File: config.mk
export PLATFORM = sky130hd
export DESIGN_NAME = reconf_coeff_loader
export DESIGN_NICKNAME = d
export VERILOG_FILES = /design/src/rtl/reconf_coeff_loader.sv
export SDC_FILE = /design/constraint.sdc
export NUM_CORES = 1
export LEC_CHECK = 0
export CAP_MARGIN = 30
export CORE_UTILIZATION = 53
export CTS_BUF_LIST = sky130_fd_sc_hd__clkbuf_8
export CTS_CLUSTER_SIZE = 12
export DETAILED_ROUTE_END_ITERATION = 8
export HOLD_SLACK_MARGIN = 0.08
export PLACE_DENSITY = 0.87
export SLEW_MARGIN = 20
export SYNTH_ARGS = -nofsm -noshare
export SYNTH_HDL_FRONTEND = slang
export SYNTH_SLANG_ARGS = --single-unit
File: constraint.sdc
create_clock -name iClk_12M -period 5.1 [get_ports iClk_12M]
set_clock_uncertainty 0.15 [all_clocks]
set_input_delay 1.02 -clock iClk_12M [delete_from_list [all_inputs] [get_ports iClk_12M]]
set_output_delay 1.02 -clock iClk_12M [all_outputs]
set_load 0.005 [all_outputs]
File: src/rtl/reconf_coeff_loader.sv
// rtl/reconf_coeff_loader.sv - streams FIR coefficients into the filter RAM and gates the 300 kHz sample strobe
module reconf_coeff_loader #(
  parameter int P_NUM_TAP = 33,
  parameter int P_DIV     = 40
) (
  input  logic        iClk_12M,
  input  logic        iRsn,
  input  logic        iLoadStart,
  input  logic        iCoeffValid,
  input  logic [15:0] iCoeffData,
  output logic        oCoeffReady,
  output logic        oCoeffiUpdateFlag,
  output logic        oCsnRam,
  output logic        oWrnRam,
  output logic [5:0]  oAddrRam,
  output logic [15:0] oWrDtRam,
  output logic        oEnSample_300k,
  output logic        oLoadDone
);

  localparam int CW = $clog2(P_NUM_TAP + 1);
  localparam int DW = (P_DIV > 1) ? $clog2(P_DIV) : 1;

  typedef enum logic [1:0] {
    p_Idle  = 2'd0,
    p_Write = 2'd1,
    p_Done  = 2'd2,
    p_Run   = 2'd3
  } state_t;

  state_t        state;
  logic [CW-1:0] beat_cnt;
  logic [DW-1:0] div_cnt;
  logic          accept;
  logic          last_beat;
  logic          div_hit_next;

  // A beat lands only while writing with ready up; a restart request discards the beat offered with it.
  always_comb begin
    accept       = (state == p_Write) && oCoeffReady && iCoeffValid && !iLoadStart;
    last_beat    = (beat_cnt == CW'(P_NUM_TAP - 1));
    div_hit_next = (div_cnt == DW'(P_DIV - 2));
  end

  // Free-running sample divider, cleared only by reset so the sample grid never shifts on reloads.
  always_ff @(posedge iClk_12M) begin
    if (!iRsn) begin
      div_cnt <= '0;
    end else if (div_cnt == DW'(P_DIV - 1)) begin
      div_cnt <= '0;
    end else begin
      div_cnt <= div_cnt + DW'(1);
    end
  end

  // RAM write port: one strobe the cycle after each accepted beat, address and data held otherwise.
  always_ff @(posedge iClk_12M) begin
    if (!iRsn) begin
      oCsnRam  <= 1'b1;
      oWrnRam  <= 1'b1;
      oAddrRam <= '0;
      oWrDtRam <= '0;
    end else if (accept) begin
      oCsnRam  <= 1'b0;
      oWrnRam  <= 1'b0;
      oAddrRam <= 6'(beat_cnt + CW'(1));
      oWrDtRam <= iCoeffData;
    end else begin
      oCsnRam  <= 1'b1;
      oWrnRam  <= 1'b1;
    end
  end

  // Load sequencing; every control output is registered from the state being entered.
  always_ff @(posedge iClk_12M) begin
    if (!iRsn) begin
      state             <= p_Idle;
      beat_cnt          <= '0;
      oCoeffReady       <= 1'b0;
      oCoeffiUpdateFlag <= 1'b0;
      oLoadDone         <= 1'b0;
      oEnSample_300k    <= 1'b0;
    end else begin
      oLoadDone      <= 1'b0;
      oEnSample_300k <= 1'b0;
      case (state)
        p_Idle: begin
          if (iLoadStart) begin
            state             <= p_Write;
            beat_cnt          <= '0;
            oCoeffReady       <= 1'b1;
            oCoeffiUpdateFlag <= 1'b1;
          end
        end
        p_Write: begin
          oCoeffiUpdateFlag <= 1'b1;
          if (iLoadStart) begin
            // Restart: drop ready for one cycle so nothing offered alongside the restart lands.
            beat_cnt    <= '0;
            oCoeffReady <= 1'b0;
          end else if (accept && last_beat) begin
            state       <= p_Done;
            beat_cnt    <= beat_cnt + CW'(1);
            oCoeffReady <= 1'b0;
          end else begin
            if (accept) begin
              beat_cnt <= beat_cnt + CW'(1);
            end
            oCoeffReady <= 1'b1;
          end
        end
        p_Done: begin
          // Single cycle overlapping the final RAM strobe; load requests are ignored here.
          state             <= p_Run;
          oCoeffReady       <= 1'b0;
          oCoeffiUpdateFlag <= 1'b0;
          oLoadDone         <= 1'b1;
          oEnSample_300k    <= div_hit_next;
        end
        p_Run: begin
          if (iLoadStart) begin
            state             <= p_Write;
            beat_cnt          <= '0;
            oCoeffReady       <= 1'b1;
            oCoeffiUpdateFlag <= 1'b1;
          end else begin
            oEnSample_300k <= div_hit_next;
          end
        end
        default: begin
          state             <= p_Idle;
          oCoeffReady       <= 1'b0;
          oCoeffiUpdateFlag <= 1'b0;
        end
      endcase
    end
  end

endmodule

; ---- Yosys cells after proc, flatten, opt, wreduce, memory -nomap -nowiden
; Index checks and enable logic that the tools add are counted.
[totals]
reg_bits = 41
input_bits = 20
out_inout_bits = 28
word_cells = 52
[classes]
addsub = 2
n_eq_ne = 10
muxes = 18
n_bitwise = 1
n_reduce_logical = 11
[op_table]
columns = operator, n
row1 = 6-bit 2-to-1 mux, 4
row2 = "6-bit == test, second input constant", 3
row3 = "6-bit by 1-bit adder with 6-bit output, second input constant", 2
row4 = 6-bit one-hot mux with 2 select lines, 1
row5 = 1-bit 2-to-1 mux, 6
row6 = 2-bit 2-to-1 mux, 3
row7 = 1-bit one-hot mux with 3 select lines, 2
row8 = 2-bit one-hot mux with 3 select lines, 1
row9 = 3-bit AND reduction, 2
row10 = "2-bit == test, second input constant", 2
row11 = 1-bit logical AND, 4
row12 = "2-bit by 1-bit inequality test with 1-bit output, second input constant", 2
row13 = "4-bit by 3-bit inequality test with 1-bit output, second input constant", 1
row14 = 2-bit OR reduction, 2
row15 = "2-bit by 1-bit == test with 1-bit output, second input constant", 1
row16 = 2-bit zero test, 1
row17 = "2-bit inequality test, second input constant", 1
row18 = 1-bit one-hot mux with 2 select lines, 1
row19 = 2-bit nonzero test, 1
row20 = 1-bit zero test, 1
row21 = 1-bit inverter, 1

; ---- Logic depth before layout (Yosys ltp)
; Gate-level depths: netlist (run 1).
[logic_depth]
depth_word = 8
depth_mapped = 8

; ---- Least setup slack after synthesis (run 1)
; OpenSTA, ideal clock, no wires.
[synth_timing]
kind = input port to flip-flop
start = input port iLoadStart
end = register state[0]
arrival_time_ns = 1.865
slack_ns = 2.970
stages = 5
n_path_buf = 1
cell_sequence = and4b_1 buf_4 nand4_1 o31a_1 o21a_1
[synth_between]
elab_chain_cells = 5
word_cells_on_any_way = 7
cone_classes = eq/ne: 3 / reduce/logical: 4
[synth_lines]
columns = item, line_no
row1 = "start, declared", 8  ; input logic iLoadStart,
row2 = 1-bit zero test, 40  ; accept = (state == p_Write) && oCoeffReady && iCoeffValid && !iLoadStart;
row3 = 1-bit logical AND, 40
row4 = 1-bit logical AND, 101  ; end else if (accept && last_beat) begin
row5 = 2-bit by 1-bit inequality test with 1-bit output (no line), n/a
row6 = 3-bit AND reduction (no line) *, n/a
row7 = "end signal, assigned", 102  ; state <= p_Done;
row8 = "end signal, assigned", 114  ; state <= p_Run;
row9 = "end signal, assigned", 122  ; state <= p_Write;
row10 = "end, declared", 31  ; state_t state;
; Every way passes the cells marked *; elsewhere a longest branch is shown, timed or not.
; A chain may end at the register's enable or synchronous reset.

; ---- Final worst setup path (run 1)
; Ends and elaborated chain as after synthesis.

==> flow_summary.toml, run 1 <==
[outcome]
status = "finished clean"

[placement]
hpwl_um = 2498
port_buffer_count = 47
finalWeightedCongestion = 0.8238

[synth]
async_flop_share_pct = 0
synth.avg_cell_area_um2 = 8.758
synth_edf_count = 0
yosysSeqAreaShare_pct = 46.16
synth_warnings = 0
synth-seq-cells = 41
postSynthNetCount = 230
synth.distinct_cells = 33
yosys_most_used_dff = "dfxtp_1"
netlist_area_um2 = 1778
syn-instance-count = 203

[setup_path]
worst_ep_arrival_time_ps = 2670
critical_path.max_fanout = 28
worst_setup_path_start_kind = "primary input"
max_stage_delay_on_crit_path_ps = 510
timing.critical_path.slowest_stage_cell = "clkdlybuf4s50_1"
required_time_at_the_endpoint_of_the_critical_path_ps = 5140
r2r.worst_path.cells = 6
worstPathBufferInverterCount = 2
endpoint_kind = "flip-flop"
path_depth = 6
crit_chain = "clkdlybuf4s50_1 -> and4b_1 -> buf_4 -> nand4_1 -> o31a_1 -> o21a_1"
critical-path-top-delay-family = "buffers and inverters"
worst_setup_path_type = "primary input to flip-flop"

[clocking]
clock_tree.htree_level_count = 2
cts_hold_buffers = 0
number_of_sinks_on_the_clock_net = 41
cts_tree = "built"
clock_path_buffers = 2
total_cts_buffers = 5
clock-root-buffer = "clkbuf_8"
clock_latency_on_the_worst_skew_pair_ps = 290
post_cts_resized = 0
cts.reportedPaths.clkPinSlew_ps = 70
postCtsSetupBuffers = 0

[pwr]
leakage_nw = 0.8891
power.net_switching_uw = 218.9
peak_ir_drop_on_the_vdd_network_v = 0.0002500
internal-power_uw = 582.0
clkPwrFrac_pct = 30.8
sequential_share_of_power_pct = 45.7
comb_power_share_pct = 23.5
power_switching_share_pct = 27.33
power.total_uw = 801.0
power-per-cell-area_nw_per_um2 = 339.1

[floorplanning]
die_area_um2 = 3590
die_w_um = 59.92
io_pins = 48
die-height_um = 59.92
placementRows = 20
core_area_um2 = 3128
floorplan.initialDensity_pct = 56.84

[drt]
vias_per_cell = 5.186
wl_per_cell_um = 12.37
drt_wl_total_um = 3601
iteration_0_drc_count_of_the_detailed_router = 56
drc_errors = 0
firstDrtPassIters = 4
drt.antenna.violating_nets = 0
vias = 1509

[sta]
fmax_mhz = 380.4
final.setup.tns_ps = 0
timing_worst_slew_pin_value_ps = 525.3
hold_violation_total_from_the_final_report = 0
fin_crit_sh_pct = 51.55
rsz_0062_raised_after_global_routing = "no"
max_slew_margin_pct = 64.61
finalMaxSlewViolations = 0
hold_ws_ps = 309.0
fin_crit_ps = 2629
report.final.setup_viol = 0

[global_routing]
grt_pass1_vias = 1285
grt_pass1_wl_um = 5678
grt_overflow_total = 0
pin_count_of_the_biggest_net_entering_global_routing = 41
grt_util_overall_pct = 21.87
grt_antenna_before_repair = 0

[cells_and_area]
finalNetCount = 274
final_common_cell = "nand2_1"
post_route_cells_drive_above_1_share_pct = 4.453
layout.core_utilization_pct = 75.52
final.fill_count = 230
area_growth_syn_to_layout_pct = 32.86
most-common-layout-cells = "nand2_1, clkdlybuf4s50_1, dfxtp_1, a21boi_0, nor2_1"
antenna_cells = 0

[hold_path]
worst_hold_path_type = "flip-flop to flip-flop"
worst_hold_path.num_cells = 2

[job]
drv_cap = 0
[flip-flops by register name, summed over array words and instances (netlist names)]
name	count
oAddrRam	6
oCoeffReady	1
oEnSample_300k	1
oLoadDone	1
oWrDtRam	16
oWrnRam	1
beat_cnt	6
div_cnt	6
state	2
oCoeffiUpdateFlag	1
[final timing paths]
path / endpoint / startpoint / slack (ps)
worst max register to register: state[0] / state[0] / 3010
worst min register to register: oWrDtRam[1] / oWrDtRam[1] / 310
worst min-delay path: oWrDtRam[1] / oWrDtRam[1] / 310
worst max-delay path: state[0] / iLoadStart / 2470
[per-stage QoR]
step	area, µm²	setup WS [ps]	std cells
2_1_floorplan	1778	2970	203
3_3_place_gp	2258	2209	284
3_5_place_dp	2258	2173	284
4_1_cts	2362	2482	291
5_1_grt	2362	2341	291
6_report	2362	2471	291
[layer usage]
metal	wire (µm)	vias to the layer above	GRT usage (%)
met3	263	7	6.277
met1	1615	682	26.38
met2	1641	52	34.92
met4	80	0	11.96
met5	0	-	0
li1	-	768	-
[cell type report]
| class | count | area [µm²] | area share, % |
|---|---|---|---|
| Clock buffer | 5 | 68.82 | 2.913 |
| Clock inverter | 2 | 35.03 | 1.483 |
| Inverter | 8 | 30.03 | 1.271 |
| Multi-Input combinational cell | 142 | 867.1 | 36.71 |
| Sequential cell | 41 | 820.8 | 34.75 |
| Tap cell | 44 | 55.05 | 2.331 |
| Timing Repair Buffer | 49 | 485.5 | 20.55 |
[power groups by stage]
stage | Clock [mW] | Sequential [mW] | Combinational, mW
2_1_floorplan | 0 | 0.371 | 0.125
3_3_place_gp | 0 | 0.373 | 0.187
3_5_place_dp | 0 | 0.374 | 0.187
4_1_cts | 0.253 | 0.366 | 0.190
5_1_grt | 0.266 | 0.370 | 0.211
6_report | 0.247 | 0.366 | 0.188
[synth_stat cells, types with 2 or more instances]
cell	count	area, µm²
o31a_1	2	17.52
a21boi_0	19	142.6
nand3_1	7	35.03
dfxtp_1	41	820.8
buf_2	3	15.01
buf_4	3	22.52
o21a_1	3	22.52
inv_1	8	30.03
xor2_1	3	26.28
ha_1	7	87.58
nor3_1	3	15.01
nand2_1	48	180.2
a21oi_1	4	20.02
o211a_1	4	40.04
o21ai_0	8	40.04
xnor2_1	5	43.79
nor2_1	11	41.29
clkbuf_1	5	18.77
and2_1	4	25.02
nand4_1	2	12.51
[cell families (layout without fill, tap and decap cells)]
logic type / after synthesis / in the layout / synth area share [%]
and+or+nand+nor: 81 / 81 / 20.13
AOI/OAI and AO/OA: 45 / 45 / 19.21
DFF: 41 / 41 / 46.16
buffers and inverters: 20 / 64 / 5.066
xor gates and xnor gates: 8 / 8 / 3.941
adders and majority gates: 7 / 7 / 4.926
muxes: 1 / 1 / 0.5630
[worst register-to-register path, cell delays in order (launching register included)]
cell and delay, ps:
dfxtp_1 390, ha_1 360, and4b_1 250, buf_4 270
nand4_1 160, o31a_1 250, o21a_1 160
(Power assumes the default switching activity.)
==> run 2, diff against run 1 <==
- CORE_UTILIZATION: 53 -> 45
- PLACE_DENSITY: 0.87 -> 0.78
- clock period: 5.1 -> 2.4 ns (I/O delays scaled with it)
==> run 2 against run 1 <==
  * Non-clock buffer count grew 1
  * Critical path depth is the same
  * Clock power grew 130%
  * Global-route usage shrank 3.5 points
  * Sequential power grew 110%
  * Cell count grew 2.1%
  * Combinational power grew 120%
  * Count of clock-buffer cells in the layout grew 1
  * Largest power group unchanged
==> flow_summary.toml, run 2 (synthesized netlist as in run 1, its figures left out) <==
[outcome]
status = "finished clean"

[pwr]
leakage_nw = 0.9013
peak_ir_drop_on_the_vdd_network_v = 0.0003557
power-per-cell-area_nw_per_um2 = 735.0

[placement]
finalWeightedCongestion = 0.7506
placed_area_um2 = 2283
port_buffer_count = 47
hpwl_um = 2436

[cells_and_area]
antenna_cells = 0
multi_input_comb_area_um2 = 867.1
post_route_cells_drive_above_1_share_pct = 5.221
final_design_area_no_fill_um2 = 2404
registers.top_by_ff_count = "oWrDtRam"
final.fill_count = 317
max_reg_flops = 16
most-common-layout-cells = "nand2_1, clkdlybuf4s50_1, dfxtp_1, a21boi_0, nor2_1"
final_common_cell = "nand2_1"
seqCellArea_um2 = 820.8
area_growth_syn_to_layout_pct = 35.19
finalNetCount = 275

[drt]
drt_wl_total_um = 3597
vias = 1462
firstDrtPassIters = 4
iteration_0_drc_count_of_the_detailed_router = 120
drt.antenna.violating_nets = 0
wl_per_cell_um = 12.11
drc_errors = 0
vias_per_cell = 4.923

[clocking]
clock_latency_on_the_worst_skew_pair_ps = 290
cts_tree = "built"
cts_hold_buffers = 0
clock_tree.htree_level_count = 2
clock-root-buffer = "clkbuf_8"
number_of_sinks_on_the_clock_net = 41
clock_path_buffers = 2
total_cts_buffers = 5
cts.reportedPaths.clkPinSlew_ps = 80
post_cts_resized = 0
postCtsSetupBuffers = 0

[global_routing]
grt_pass1_wl_um = 6023
top_usage_layer = "met2"
pin_count_of_the_biggest_net_entering_global_routing = 32
grt_overflow_total = 0
gr-usage-met3_pct = 4.754
grt_pass1_vias = 1384
grt_antenna_before_repair = 0
met2_usage_pct = 29.82
grt_util_met1_pct = 22.84
grt_util_overall_pct = 18.35

[setup_path]
worst_setup_path_start_kind = "flip-flop"
timing.critical_path.slowest_stage_cell = "a311oi_4"
worstPathBufferInverterCount = 1
critical_path.max_fanout = 8
endpoint_kind = "flip-flop"
crit_chain = "inv_1 -> ha_1 -> nor2b_1 -> a311oi_4 -> a21boi_0 -> o21a_1"
worst_ep_arrival_time_ps = 2130
max_stage_delay_on_crit_path_ps = 430
critical-path-top-delay-family = "compound AO/OA/AOI/OAI gates"
required_time_at_the_endpoint_of_the_critical_path_ps = 2440
worst_setup_path_type = "flip-flop to flip-flop"

[hold_path]
worst_hold_path_type = "flip-flop to flip-flop"

[sta]
fin_crit_sh_pct = 87.23
max_slew_margin_pct = 69.74
fin_crit_ps = 2094
finalMaxSlewViolations = 0
timing_worst_slew_pin_value_ps = 449.2
fmax_mhz = 477.6
report.final.setup_viol = 0
final.setup.tns_ps = 0
hold_violation_total_from_the_final_report = 0
rsz_0062_raised_after_global_routing = "no"

[floorplanning]
die_w_um = 64.86
core_area_um2 = 3716
placementRows = 22
die_area_um2 = 4206
die-height_um = 64.86
io_pins = 48
floorplan.initialDensity_pct = 47.85

[job]
drv_cap = 0
[run 2: changes by cell type in the layout (fill, tap and decap cells not counted), sizes merged]
cell      delta
buf          +1
clkbuf       +1
clkinv       -1
clkinvlp     +1
[run 2: cell type report]
class | instances | area share, %
Multi-Input combinational cell | 142 | 36.07
Sequential cell | 41 | 34.15
Timing Repair Buffer | 50 | 21.03
Clock buffer | 6 | 3.436
Tap cell | 48 | 2.499
Clock inverter | 2 | 1.562
Inverter | 8 | 1.249
[run 2: power breakdown]
| part | total (mW) | internal [mW] | switching (mW) | leakage (nW) |
|---|---|---|---|---|
| sequential | 0.777 | 0.732 | 0.0449 | 0.332 |
| clock | 0.578 | 0.338 | 0.239 | 0.0574 |
| combinational | 0.412 | 0.207 | 0.205 | 0.511 |
| total | 1.77 | 1.28 | 0.490 | 0.901 |
[run 2: final timing paths]
kind           startpoint            to  slack, ps  cells after the start
max              state[0]   beat_cnt[5]        310                      6
min          oWrDtRam[13]  oWrDtRam[13]        310                      2
max reg2reg      state[0]   beat_cnt[5]        310                      6
min reg2reg  oWrDtRam[13]  oWrDtRam[13]        310                      2
[run 2: through the flow]
stage / power [mW] / hold WS (ps) / worst slack (ps) / utilization, % / cells
2_1_floorplan: 1.053 / 279.7 / 542.5 / - / 203
3_3_place_gp: 1.197 / 299.0 / 193.6 / 61.45 / 289
3_5_place_dp: 1.202 / 306.1 / 166.7 / 61.45 / 289
4_1_cts: 1.777 / 317.2 / 331.4 / 64.68 / 297
5_1_grt: 1.861 / 334.7 / 173.3 / 64.68 / 297
6_report: 1.767 / 313.3 / 306.4 / 64.68 / 297
[run 2: routing by layer]
layer  up-vias  share of wire (%)  wire length (µm)
li1        763                  -                 -
met1       660                 49              1748
met2        34                 45              1603
met3         5                5.3               190
met4         0                1.5                55
met5         -                  0                 0
[run 2: tightest hold or removal path: cells and delay by family (launching register included)]
kind | cells | cell delay, ps
AOI/OAI and AO/OA | 1 | 60
and+or+nand+nor | 1 | 40
DFF | 1 | 310
